**src/rtl/snn_pkg.sv**
```systemverilog
// Shared constants, the address-event record and a constant-foldable clog2
// for the spiking-network blocks.
package snn_pkg;

   localparam int AER_NUM_NEURONS = 8;
   localparam int AER_TS_W        = 8;
   localparam int AER_DEPTH       = 8;

   function automatic int clog2(input int value);
      int result;
      int v;
      result = 0;
      v      = value - 1;
      while (v > 0) begin
         result++;
         v = v >> 1;
      end
      return result;
   endfunction

   localparam int AER_ADDR_W = clog2(AER_NUM_NEURONS);

   typedef struct packed {
      logic [AER_ADDR_W-1:0] addr;
      logic [AER_TS_W-1:0]   ts;
   } aer_event_t;

endpackage

```
**src/rtl/aer_sync_fifo.sv**
```systemverilog
// First-word-fall-through FIFO: the head entry is visible without a pop and
// reads as zero while empty. Pushes into a full FIFO are ignored.
module aer_sync_fifo
   import snn_pkg::*;
#(
   parameter  int WIDTH = AER_ADDR_W + AER_TS_W,
   parameter  int DEPTH = AER_DEPTH,
   localparam int PTR_W = clog2(DEPTH),
   localparam int CNT_W = clog2(DEPTH + 1)
) (
   input  logic             clk,
   input  logic             reset,
   input  logic             push,
   input  logic [WIDTH-1:0] push_data,
   input  logic             pop,
   output logic [WIDTH-1:0] head_data,
   output logic             not_empty,
   output logic             full,
   output logic [CNT_W-1:0] count
);

   logic [WIDTH-1:0] mem [DEPTH];
   logic [PTR_W-1:0] wr_ptr_reg;
   logic [PTR_W-1:0] rd_ptr_reg;
   logic [CNT_W-1:0] count_reg;
   logic             do_push;
   logic             do_pop;

   assign not_empty = (count_reg != '0);
   assign full      = (count_reg == CNT_W'(DEPTH));
   assign do_push   = push & ~full;
   assign do_pop    = pop & not_empty;
   assign count     = count_reg;
   assign head_data = not_empty ? mem[rd_ptr_reg] : '0;

   // Storage carries no reset so it can map onto distributed RAM.
   always_ff @(posedge clk) begin
      if (do_push) begin
         mem[wr_ptr_reg] <= push_data;
      end
   end

   always_ff @(posedge clk) begin
      if (reset) begin
         wr_ptr_reg <= '0;
         rd_ptr_reg <= '0;
         count_reg  <= '0;
      end else begin
         if (do_push) wr_ptr_reg <= wr_ptr_reg + PTR_W'(1);
         if (do_pop)  rd_ptr_reg <= rd_ptr_reg + PTR_W'(1);
         case ({do_push, do_pop})
            2'b10:   count_reg <= count_reg + CNT_W'(1);
            2'b01:   count_reg <= count_reg - CNT_W'(1);
            default: count_reg <= count_reg;
         endcase
      end
   end

endmodule

```
**src/rtl/spike_aer_encoder.sv**
```systemverilog
// Timestamps single-cycle spikes, serialises them lowest-index first into
// address-events and buffers them in a FWFT FIFO behind a valid/ready port.
module spike_aer_encoder
   import snn_pkg::*;
#(
   parameter  int NUM_NEURONS = AER_NUM_NEURONS,
   parameter  int TS_W        = AER_TS_W,
   parameter  int DEPTH       = AER_DEPTH,
   localparam int ADDR_W      = clog2(NUM_NEURONS),
   localparam int CNT_W       = clog2(DEPTH + 1)
) (
   input  logic                   clk,
   input  logic                   reset,
   input  logic                   enable,
   input  logic [NUM_NEURONS-1:0] spike_in,
   output logic                   event_valid,
   input  logic                   event_ready,
   output logic [ADDR_W-1:0]      event_addr,
   output logic [TS_W-1:0]        event_ts,
   output logic [CNT_W-1:0]       fifo_count,
   output logic                   overflow,
   input  logic                   clear_overflow
);

   logic [TS_W-1:0]          ts_reg;
   logic [NUM_NEURONS-1:0]   pending_reg;
   logic [TS_W-1:0]          ts_lat_reg [NUM_NEURONS];
   logic                     overflow_reg;
   logic                     sel_found;
   logic [ADDR_W-1:0]        sel_idx;
   logic [NUM_NEURONS-1:0]   served;
   logic [NUM_NEURONS-1:0]   capture;
   logic                     drop;
   logic                     fifo_full;
   logic                     push;
   logic [ADDR_W+TS_W-1:0]   push_data;
   logic [ADDR_W+TS_W-1:0]   head_data;

   // Scanning downwards lets the lowest set index win.
   always_comb begin
      sel_found = 1'b0;
      sel_idx   = '0;
      for (int i = NUM_NEURONS - 1; i >= 0; i--) begin
         if (pending_reg[i]) begin
            sel_found = 1'b1;
            sel_idx   = ADDR_W'(i);
         end
      end
   end

   assign push      = sel_found & ~fifo_full;
   assign push_data = {sel_idx, ts_lat_reg[sel_idx]};

   always_comb begin
      served = '0;
      if (push) served[sel_idx] = 1'b1;
   end

   // A slot being served this cycle can take a fresh spike without loss.
   assign capture = enable ? (spike_in & (~pending_reg | served)) : '0;
   assign drop    = enable & (|(spike_in & pending_reg & ~served));

   always_ff @(posedge clk) begin
      if (reset) begin
         ts_reg       <= '0;
         pending_reg  <= '0;
         overflow_reg <= 1'b0;
         for (int i = 0; i < NUM_NEURONS; i++) ts_lat_reg[i] <= '0;
      end else begin
         if (enable) ts_reg <= ts_reg + TS_W'(1);
         pending_reg <= (pending_reg & ~served) | capture;
         for (int i = 0; i < NUM_NEURONS; i++) begin
            if (capture[i]) ts_lat_reg[i] <= ts_reg;
         end
         if (drop)                overflow_reg <= 1'b1;
         else if (clear_overflow) overflow_reg <= 1'b0;
      end
   end

   aer_sync_fifo #(
      .WIDTH (ADDR_W + TS_W),
      .DEPTH (DEPTH)
   ) u_fifo (
      .clk       (clk),
      .reset     (reset),
      .push      (push),
      .push_data (push_data),
      .pop       (event_ready),
      .head_data (head_data),
      .not_empty (event_valid),
      .full      (fifo_full),
      .count     (fifo_count)
   );

   assign event_addr = head_data[ADDR_W+TS_W-1:TS_W];
   assign event_ts   = head_data[TS_W-1:0];
   assign overflow   = overflow_reg;

endmodule

```
**config.mk**
```make
export PLATFORM = sky130hd
export DESIGN_NAME = spike_aer_encoder
export DESIGN_NICKNAME = d
export VERILOG_FILES = /design/src/rtl/snn_pkg.sv /design/src/rtl/aer_sync_fifo.sv /design/src/rtl/spike_aer_encoder.sv
export SDC_FILE = /design/constraint.sdc
export NUM_CORES = 1
export LEC_CHECK = 0
export ABC_AREA = 1
export BUFFER_PORTS_ARGS = -buffer_cell sky130_fd_sc_hd__buf_2
export CAP_MARGIN = 30
export CORE_ASPECT_RATIO = 0.9
export CORE_MARGIN = 3
export CORE_UTILIZATION = 30
export CTS_CLUSTER_DIAMETER = 60
export DETAILED_ROUTE_END_ITERATION = 12
export PLACE_DENSITY = 0.46
export SYNTH_ARGS = -nofsm -noshare
export SYNTH_HDL_FRONTEND = slang
export SYNTH_SLANG_ARGS = --single-unit
```
**constraint.sdc**
```tcl
create_clock -name clk -period 2.9 [get_ports clk]
set_input_delay 0.58 -clock clk [delete_from_list [all_inputs] [get_ports clk]]
set_output_delay 0.58 -clock clk [all_outputs]
set_load 0.02 [all_outputs]
```
Word level (Yosys, flattened, before mapping) --
Memory sizes are Yosys's and may differ from the RTL's. A register that Yosys moved wholly into a read port is not among the register bits. Index checks and enable logic that the tools add are counted.
Word-level totals: flip-flop bits (word level) 27, memories kept 2, bits in writable memories 152
Memories:
- u_fifo.mem | words 8, bits a word 11, rd ports 1, clocked after memory_dff 1, wr ports 1, RTL line aer_sync_fifo.sv:22 | logic [WIDTH-1:0] mem [DEPTH];
- ts_lat_reg | words 8, bits a word 8, rd ports 1, clocked after memory_dff 0, wr ports 8, RTL line spike_aer_encoder.sv:27 | logic [TS_W-1:0] ts_lat_reg [NUM_NEURONS];
Cells by class: muxes and demuxes 62, reductions and logical operators 5, order comparisons 2, add/sub/neg operators 5, eq/ne operators 3, bitwise logic cells 21
Operators with widths (count):
- two-way mux 8 bit | 10
- two-way mux 1 bit | 39
- AND 8 bit | 4
- two-way mux 3 bit | 10
- inverter 8 bit | 2
- bitwise OR 8 bit | 2
- two-way mux 11 bit | 1
- adder 8 x 1 -> 8 bit, second input constant | 1
- bitwise OR 1 bit | 8
- one-hot mux 4 bit (2 select lines) | 1
- OR reduction 8 bit | 1
- adder 3 x 1 -> 3 bit, second input constant | 2
- adder 4 x 1 -> 4 bit, second input constant | 1
- AND 1 bit | 4
- == test 4 bit, second input constant | 1
- less-than comparator 3 x 4 -> 1 bit, second input constant | 1
- nonzero test 2 bit | 2
- nonzero test 4 bit | 1
- subtractor 4 x 1 -> 4 bit, second input constant | 1
- demux 1 bit (select 3 bit) | 1
- greater-or-equal comparator 3 x 1 -> 1 bit, second input constant | 1
- == test 2 x 1 -> 1 bit, second input constant | 1
- == test 2 bit, second input constant | 1
- logical AND 1 bit | 1
- inverter 1 bit | 1

Logic depth before layout (Yosys ltp) --
Gate-level depths: netlist of the first run.
depth after elaboration 20, gate-level depth with buffers 16

Cells and area by module --
Synthesis of the first run repeated with hierarchy kept, for this count alone.
Second synthesis, totals: cell total of the unflattened synthesis 768, area, all modules 8059.0 um2
Modules (own cells, without submodules):
- aer_sync_fifo | sequential area each 2902.8 um2, cells each 356, area an instance 4229.1 um2, times used 1
- spike_aer_encoder | sequential area each 2262.2 um2, cells each 412, area an instance 3829.9 um2, times used 1

Least setup slack after synthesis of the first run --
OpenSTA, ideal clock, no wires.
kind flip-flop to flip-flop, from reg u_fifo.count_reg[0] (netlist: u_fifo.count[0]), to reg u_fifo.count_reg[3] (netlist: u_fifo.count[3]), stages on the path, launching flop included 17, library setup time 0.074 ns, data required time 2.826 ns, slack 0.606 ns, clock period less this slack 2.294 ns, data arrival time 2.220 ns, path through dfxtp_1 > inv_1 > nand2_1 > nor3_1 > inv_1 > nand2_1 > inv_1 > ha_1 > ha_1 > nand2_1 > nor2_1 > a211oi_1 > nor2_1 > nor2_1 > a21o_1 > nand2_1 > a31oi_1
On the way: elaborated cells on any way between the ends 12
RTL lines:
- from (decl) | RTL line aer_sync_fifo.sv:25 | logic [CNT_W-1:0] count_reg;
- from (signal assigned) | RTL line aer_sync_fifo.sv:52 | 2'b10: count_reg <= count_reg + CNT_W'(1);
- from (signal assigned) | RTL line aer_sync_fifo.sv:53 | 2'b01: count_reg <= count_reg - CNT_W'(1);
- from (signal assigned) | RTL line aer_sync_fifo.sv:54 | default: count_reg <= count_reg;
- nonzero test 4 bit (*) | RTL line aer_sync_fifo.sv:29 | assign not_empty = (count_reg != '0);
- AND 1 bit (*) | RTL line aer_sync_fifo.sv:32 | assign do_pop = pop & not_empty;
- via u_fifo.do_pop | RTL line aer_sync_fifo.sv:27 | logic do_pop;
- == test 2 x 1 -> 1 bit or == test 2 bit (tied branches) | RTL line aer_sync_fifo.sv:51 | case ({do_push, do_pop})
- one-hot mux 4 bit (2 select lines) or nonzero test 2 bit (tied branches)
The timed path passes the listed nets; every way through them passes the cells marked *. A chain may end at the register's enable or synchronous reset.

==> flow_summary_export.csv, run 1 <==
group,metric,value,unit
timing,drv_slew,0,
critical_path,critPathTopFamily,"compound AO/OA/AOI/OAI gates",
critical_path,r2r_slack,0.47,ns
hold_path,min_path_type,"in2reg",
yosys,ys_async_sr_fraction,0,%
critical_path,crit_buf_inv,2,
yosys,synth_cells,748,
pwr,p_per_area,869.3,nW/µm²
final_layout,multi_input_area,2285,µm²
floorplanning,fp.dieH,159.1,µm
clocking,cts_setup_buffers,0,
timing,relSlewSlack,48.35,%
routing,drtIter0Drc,300,
global_routing,grt_pass1_wl,30240,µm
routing,post-route-drc-count,0,
critical_path,cp_slowest_stage_delay,0.42,ns
global_routing,antenna_found_initial,0,
timing,rsz0062_at_grt,"no",
clocking,ctsHoldBuffers,0,
critical_path,worstPathArrival,2.12,ns
routing,num_vias,5274,
routing,wl_per_cell,16.59,µm
clocking,tritoncts,"done",
final_layout,nets,810,
critical_path,crit_type,"reg2out",
job,cap_viol_max_count,0,
yosys,syn-cell-area,7809,µm²
pwr,total_leakage_power,3.367,nW
floorplanning,die_x,176.1,µm
clocking,clk_pin_slew,0.07,ns
run_status,status,"finished clean",
global_routing,use_met2,21.92,%
yosys,synth_area_per_cell,10.44,µm²
yosys,synth-seq-cells,182,
routing,ant_nets,0,
timing,setup_viol,0,
floorplanning,core_area,25390,µm²
routing,via_per_inst,4.606,
clocking,cts-root-buf,"clkbuf_16",
critical_path,crit_fanout,16,
final_layout,stdcell_area,9050,µm²
routing,wirelength,19000,µm
clocking,clkSinkCount,182,
timing,fmax,369.9,MHz
final_layout,fill_cells,2556,
timing,fin_tns_setup,0,ns
floorplanning,initial_core_util,30.75,%
placed_design,placed_cell_area,8443,µm²
placed_design,place_congestion,0.7618,
critical_path,cpMostUsedCell,"o21ai_0",
clocking,cts_max_path_buffers,2,
yosys,syn-num-nets,768,
global_routing,grtUsageMet3,3.028,%
pwr,vdd_ir_drop_max,334.7,µV
floorplanning,rows,55,
critical_path,crit_path_start_kind,"flop",
clocking,cts_resized,0,
timing,post-route-period-util,93.22,%
global_routing,grt_max_degree,40,
placed_design,port_buffers,29,
critical_path,slowest_stage,"inv_1",
global_routing,grt_busiest_layer,"met2",
yosys,synth-seq-area-share,66.14,%
yosys,yosys_warnings,0,
floorplanning,io_pins,30,
global_routing,gr-total-overflow,0,
floorplanning,die-area,28000,µm²
final_layout,largest_reg_flops,88,
placed_design,hpwl,12800,µm
global_routing,gr-usage-met1,19.85,%
timing,post-route-min-period,2.703,ns
critical_path,worstPathRequired,2.32,ns
clocking,clk-insertion-delay-late,0.44,ns
yosys,synth.distinct_cells,36,
clocking,numCtsBuffers,17,
final_layout,diodes,0,
critical_path,worstPathCellList,"inv_1 -> o21ai_0 -> o22ai_1 -> o21ai_0 -> a31oi_1 -> buf_2",
global_routing,grt_pass1_vias,5123,
critical_path,cp-end-kind,"output port",
timing,skew,0.009916,ns
clocking,htree_levels,4,
timing,hold_viol,0,
timing,worst-slew-pin-transition,0.7740,ns
global_routing,grt_usage,14.04,%
final_layout,drive_gt1_share,13.70,%
routing,drt-pass1-iter-count,4,
yosys,synth_edf_count,152,
final_layout,seq_area,5165,µm²
yosys,synth_ff_type,"edfxtp_1",
final_layout,synthToLayoutAreaGrowth,15.89,%
-- worst reg2reg max path, delay by kind of cell (launching register included) --
kind | cells | cell delay [ns]
buf+inv | 3 | 0.33
fa+ha+maj | 2 | 0.60
flops | 1 | 0.31
compound gates | 3 | 0.47
simple gates | 8 | 0.66
-- cells in the mapped netlist (2+ instances only) --
cell type	count	share of area, %
nor2_1	197	9.5
edfxtp_1	152	58
o21ai_0	86	5.5
nand2_1	72	3.5
inv_1	56	2.7
dfxtp_1	30	7.7
nand3_1	25	1.6
a21oi_1	23	1.5
clkbuf_1	21	1.0
a31oi_1	12	0.96
o22ai_1	11	0.88
nand2_2	8	0.64
nor3_1	7	0.45
o211ai_1	7	0.67
buf_2	6	0.38
ha_1	6	0.96
nand3_2	4	0.51
nand3_4	3	0.67
buf_6	2	0.29
inv_2	2	0.096
nand4_1	2	0.16
nor2_4	2	0.29
-- cell usage in the layout, fill, tap and decap left out, types with 11 or more instances in the layout --
cell / count
nand2_1: 72
edfxtp_1: 152
buf_4: 22
a21oi_1: 23
o21ai_0: 86
o22ai_1: 11
clkbuf_16: 17
nor2_1: 197
nand3_1: 25
buf_2: 29
a31oi_1: 12
inv_1: 56
dfxtp_1: 30
-- where the power goes --
| part | leakage [nW] | internal (mW) | switching [mW] |
|---|---|---|---|
| registers | 1.74 | 3.28 | 0.101 |
| logic | 1.33 | 0.635 | 1.53 |
| clock network | 0.293 | 1.17 | 1.15 |
| total | 3.37 | 5.08 | 2.78 |
-- metal layers --
layer  vias up  part of all wire [%]
met5         -                     0
li1       2663                     -
met3        18                   2.9
met2        74                    46
met1      2519                    50
met4         0                   1.2
-- per-stage QoR --
step / setup slack (ns) / hold slack, ns / cells / util (%) / power (mW)
after floorplan: 0.6063 / 0.4331 / 748 / - / 4.852
after global placement: 0.5288 / 0.4532 / 1112 / 33.21 / 5.664
after detailed placement: 0.4473 / 0.4571 / 1113 / 33.25 / 5.667
after CTS: 0.1140 / 0.3901 / 1145 / 35.64 / 7.972
after global routing: 0.02045 / 0.4024 / 1145 / 35.64 / 8.331
final: 0.1967 / 0.3978 / 1145 / 35.64 / 7.867
-- final timing paths --
check | start | end | cells after the start
setup / recovery | flop | event_addr[0] | 6
hold / removal | clear_overflow | overflow | 4
setup reg to reg | u_fifo.count[0] | u_fifo.count[3] | 16
hold reg to reg | ts_reg[6] | ts_reg[7] | 1
-- cell type report --
| cell class | count | share of cell area [%] |
|---|---|---|
| Multi-Input combinational cell | 477 | 25.25 |
| Clock inverter | 15 | 2.005 |
| Sequential cell | 182 | 57.07 |
| Clock buffer | 17 | 4.701 |
| Tap cell | 342 | 4.728 |
| Timing Repair Buffer | 53 | 3.774 |
| Inverter | 59 | 2.475 |
-- kinds of logic (layout without fill, tap and decap cells) --
| kind of cell | Yosys count | count (layout) | share of synthesized area (%) |
|---|---|---|---|
| buf+inv | 89 | 144 | 4.599 |
| simple gates | 322 | 322 | 17.48 |
| compound gates | 147 | 147 | 10.45 |
| xor+xnor | 1 | 1 | 0.1122 |
| flops | 182 | 182 | 66.14 |
| fa+ha+maj | 7 | 7 | 1.218 |
(Power assumes the default switching activity.)
==> run 2: changes to the inputs <==
- PLACE_DENSITY: 0.46 -> 0.48
- clock period: 2.9 -> 2.98 ns (I/O delays scaled with it)
==> flow_summary_export.csv, run 2 (synthesis gave the netlist of run 1 again) <==
group,metric,value,unit
timing,post-route-period-util,93.22,%
final_layout,mostFrequentLayoutCell,"nor2_1",
routing,wirelength,18640,µm
critical_path,cp_slowest_stage_delay,0.52,ns
clocking,htree_levels,4,
routing,num_vias,5333,
floorplanning,initial_core_util,30.75,%
timing,skew,0.01013,ns
critical_path,cp-end-kind,"output port",
critical_path,worstPathArrival,2.18,ns
final_layout,drive_gt1_share,13.91,%
critical_path,worstPathCellList,"buf_6 -> buf_4 -> nor2_1 -> nor2_1 -> o21ai_0 -> a31oi_1 -> buf_2",
timing,setup_viol,0,
routing,drtIter0Drc,464,
timing,post-route-min-period,2.778,ns
routing,via_per_inst,4.650,
timing,fmax,360.0,MHz
critical_path,cpMostUsedCell,"nor2_1",
timing,worst-slew-pin-transition,0.8123,ns
placed_design,port_buffers,29,
global_routing,antenna_found_initial,0,
critical_path,cp-endpoint,"event_addr[0]",
clocking,tritoncts,"done",
floorplanning,die_x,176.1,µm
critical_path,worstPathRequired,2.38,ns
critical_path,slowest_stage,"dfxtp_1",
global_routing,gr-total-overflow,0,
critical_path,r2r_slack,0.43,ns
floorplanning,io_pins,30,
global_routing,grt_max_degree,45,
critical_path,reg2reg_to,"u_fifo.count[3]",
pwr,p_per_area,856.5,nW/µm²
pwr,vdd_ir_drop_max,357.0,µV
hold_path,min_path_type,"in2reg",
clocking,numCtsBuffers,17,
global_routing,grt_usage,13.81,%
run_status,status,"finished clean",
floorplanning,die-area,28000,µm²
floorplanning,rows,55,
clocking,clkSinkCount,182,
floorplanning,fp.dieH,159.1,µm
pwr,total_leakage_power,3.378,nW
final_layout,fin_util,35.75,%
clocking,cts-root-buf,"clkbuf_16",
critical_path,r2r_start,"u_fifo.count[0]",
job,cap_viol_max_count,0,
placed_design,place_congestion,0.7451,
critical_path,r2r_cells,16,
final_layout,final_cell_mix,"nor2_1, edfxtp_1, o21ai_0, nand2_1, inv_1",
routing,post-route-drc-count,0,
critical_path,crit_type,"reg2out",
routing,drt-pass1-iter-count,5,
final_layout,nets,812,
clocking,clk-insertion-delay-late,0.43,ns
timing,fin_tns_setup,0,ns
final_layout,largest_reg_flops,88,
floorplanning,core_area,25390,µm²
clocking,cts_setup_buffers,0,
final_layout,diodes,0,
global_routing,grt_pass1_wl,30270,µm
placed_design,hpwl,12490,µm
global_routing,grt_pass1_vias,5292,
critical_path,crit_path_start_kind,"flop",
timing,relSlewSlack,45.79,%
critical_path,crit_fanout,26,
timing,rsz0062_at_grt,"no",
critical_path,crit_buf_inv,3,
final_layout,fill_cells,2552,
timing,drv_slew,0,
clocking,clk_pin_slew,0.07,ns
final_layout,synthToLayoutAreaGrowth,16.26,%
timing,hold_viol,0,
critical_path,critPathTopFamily,"buffers and inverters",
routing,wl_per_cell,16.25,µm
clocking,cts_max_path_buffers,2,
critical_path,crit_cells,7,
routing,ant_nets,0,
run 2: cell count changes in the layout (fill, tap and decap cells not counted), moves of 2 or more:
cell | before | now
buf_6 | 1 | 4
inv_8 | 2 | 4
clkinv_8 | 6 | 1
clkinv_4 | 3 | 0
bufinv_16 | 0 | 2
clkinvlp_4 | 0 | 3
run 2: power by group:
group          total [mW]  internal [mW]  switching, mW
combinational        2.14          0.639           1.50
sequential           3.30           3.19          0.111
clock                2.33           1.28           1.06
total                7.78           5.11           2.67
run 2: layout make-up:
type                       instances  area (µm²)  share of cell area (%)
clock buffer                      17       425.4                   4.686
sequential                       182        5165                   56.89
timing repair buffer              55       367.9                   4.052
multi-input combinational        477        2285                   25.17
clock inverter                    15       183.9                   2.026
inverter                          59       224.0                   2.467
tap                              342       427.9                   4.713
run 2: worst min path at each step:
stage,startpoint,to,slack [ns],cells after the start
finish,clear_overflow,overflow,0.43,4
global route,clear_overflow,overflow,0.43,4
CTS,clear_overflow,overflow,0.41,4
detailed placement,u_fifo.rd_ptr_reg[2],flop,0.45,2
global placement,ts_reg[7],ts_reg[7],0.45,1
floorplan,u_fifo.rd_ptr_reg[2],flop,0.43,2
run 2: stage by stage:
| stage | std cells | power [mW] | setup WS, ns | area [µm²] | hold WS (ns) |
|---|---|---|---|---|---|
| after global placement | 1111 | 5.516 | 0.4347 | 8424 | 0.4501 |
| after detailed placement | 1115 | 5.533 | 0.4661 | 8462 | 0.4545 |
| after global routing | 1147 | 8.255 | 0.05619 | 9079 | 0.4330 |
| after CTS | 1147 | 7.860 | 0.08979 | 9071 | 0.4069 |
| after floorplan | 748 | 4.721 | 0.6863 | 7809 | 0.4331 |
| final | 1147 | 7.776 | 0.2022 | 9079 | 0.4259 |
run 2: tightest hold or removal path, delay by kind of cell:
family | cells | cell delay [ns]
AOI/OAI and AO/OA | 1 | 0.05
buffers and inverters | 2 | 0.10
and+or+nand+nor | 1 | 0.06
run 2: metal layers:
layer  GRT usage [%]  routed length (µm)  part of all wire (%)  vias to the layer above
met1           20.20                9229                    50                     2556
met4           3.275                 175                  0.94                        0
met2           21.20                8485                    46                      101
met3           2.647                 749                   4.0                       11
li1                -                   -                     -                     2665
met5               0                   0                     0                        -
run 2: repair_timing:
| action | CTS | global route |
|---|---|---|
| endpoints found under the setup margin | 0 | 5 |
| resized for setup | 0 | 2 |
| hold buffers | 0 | 0 |
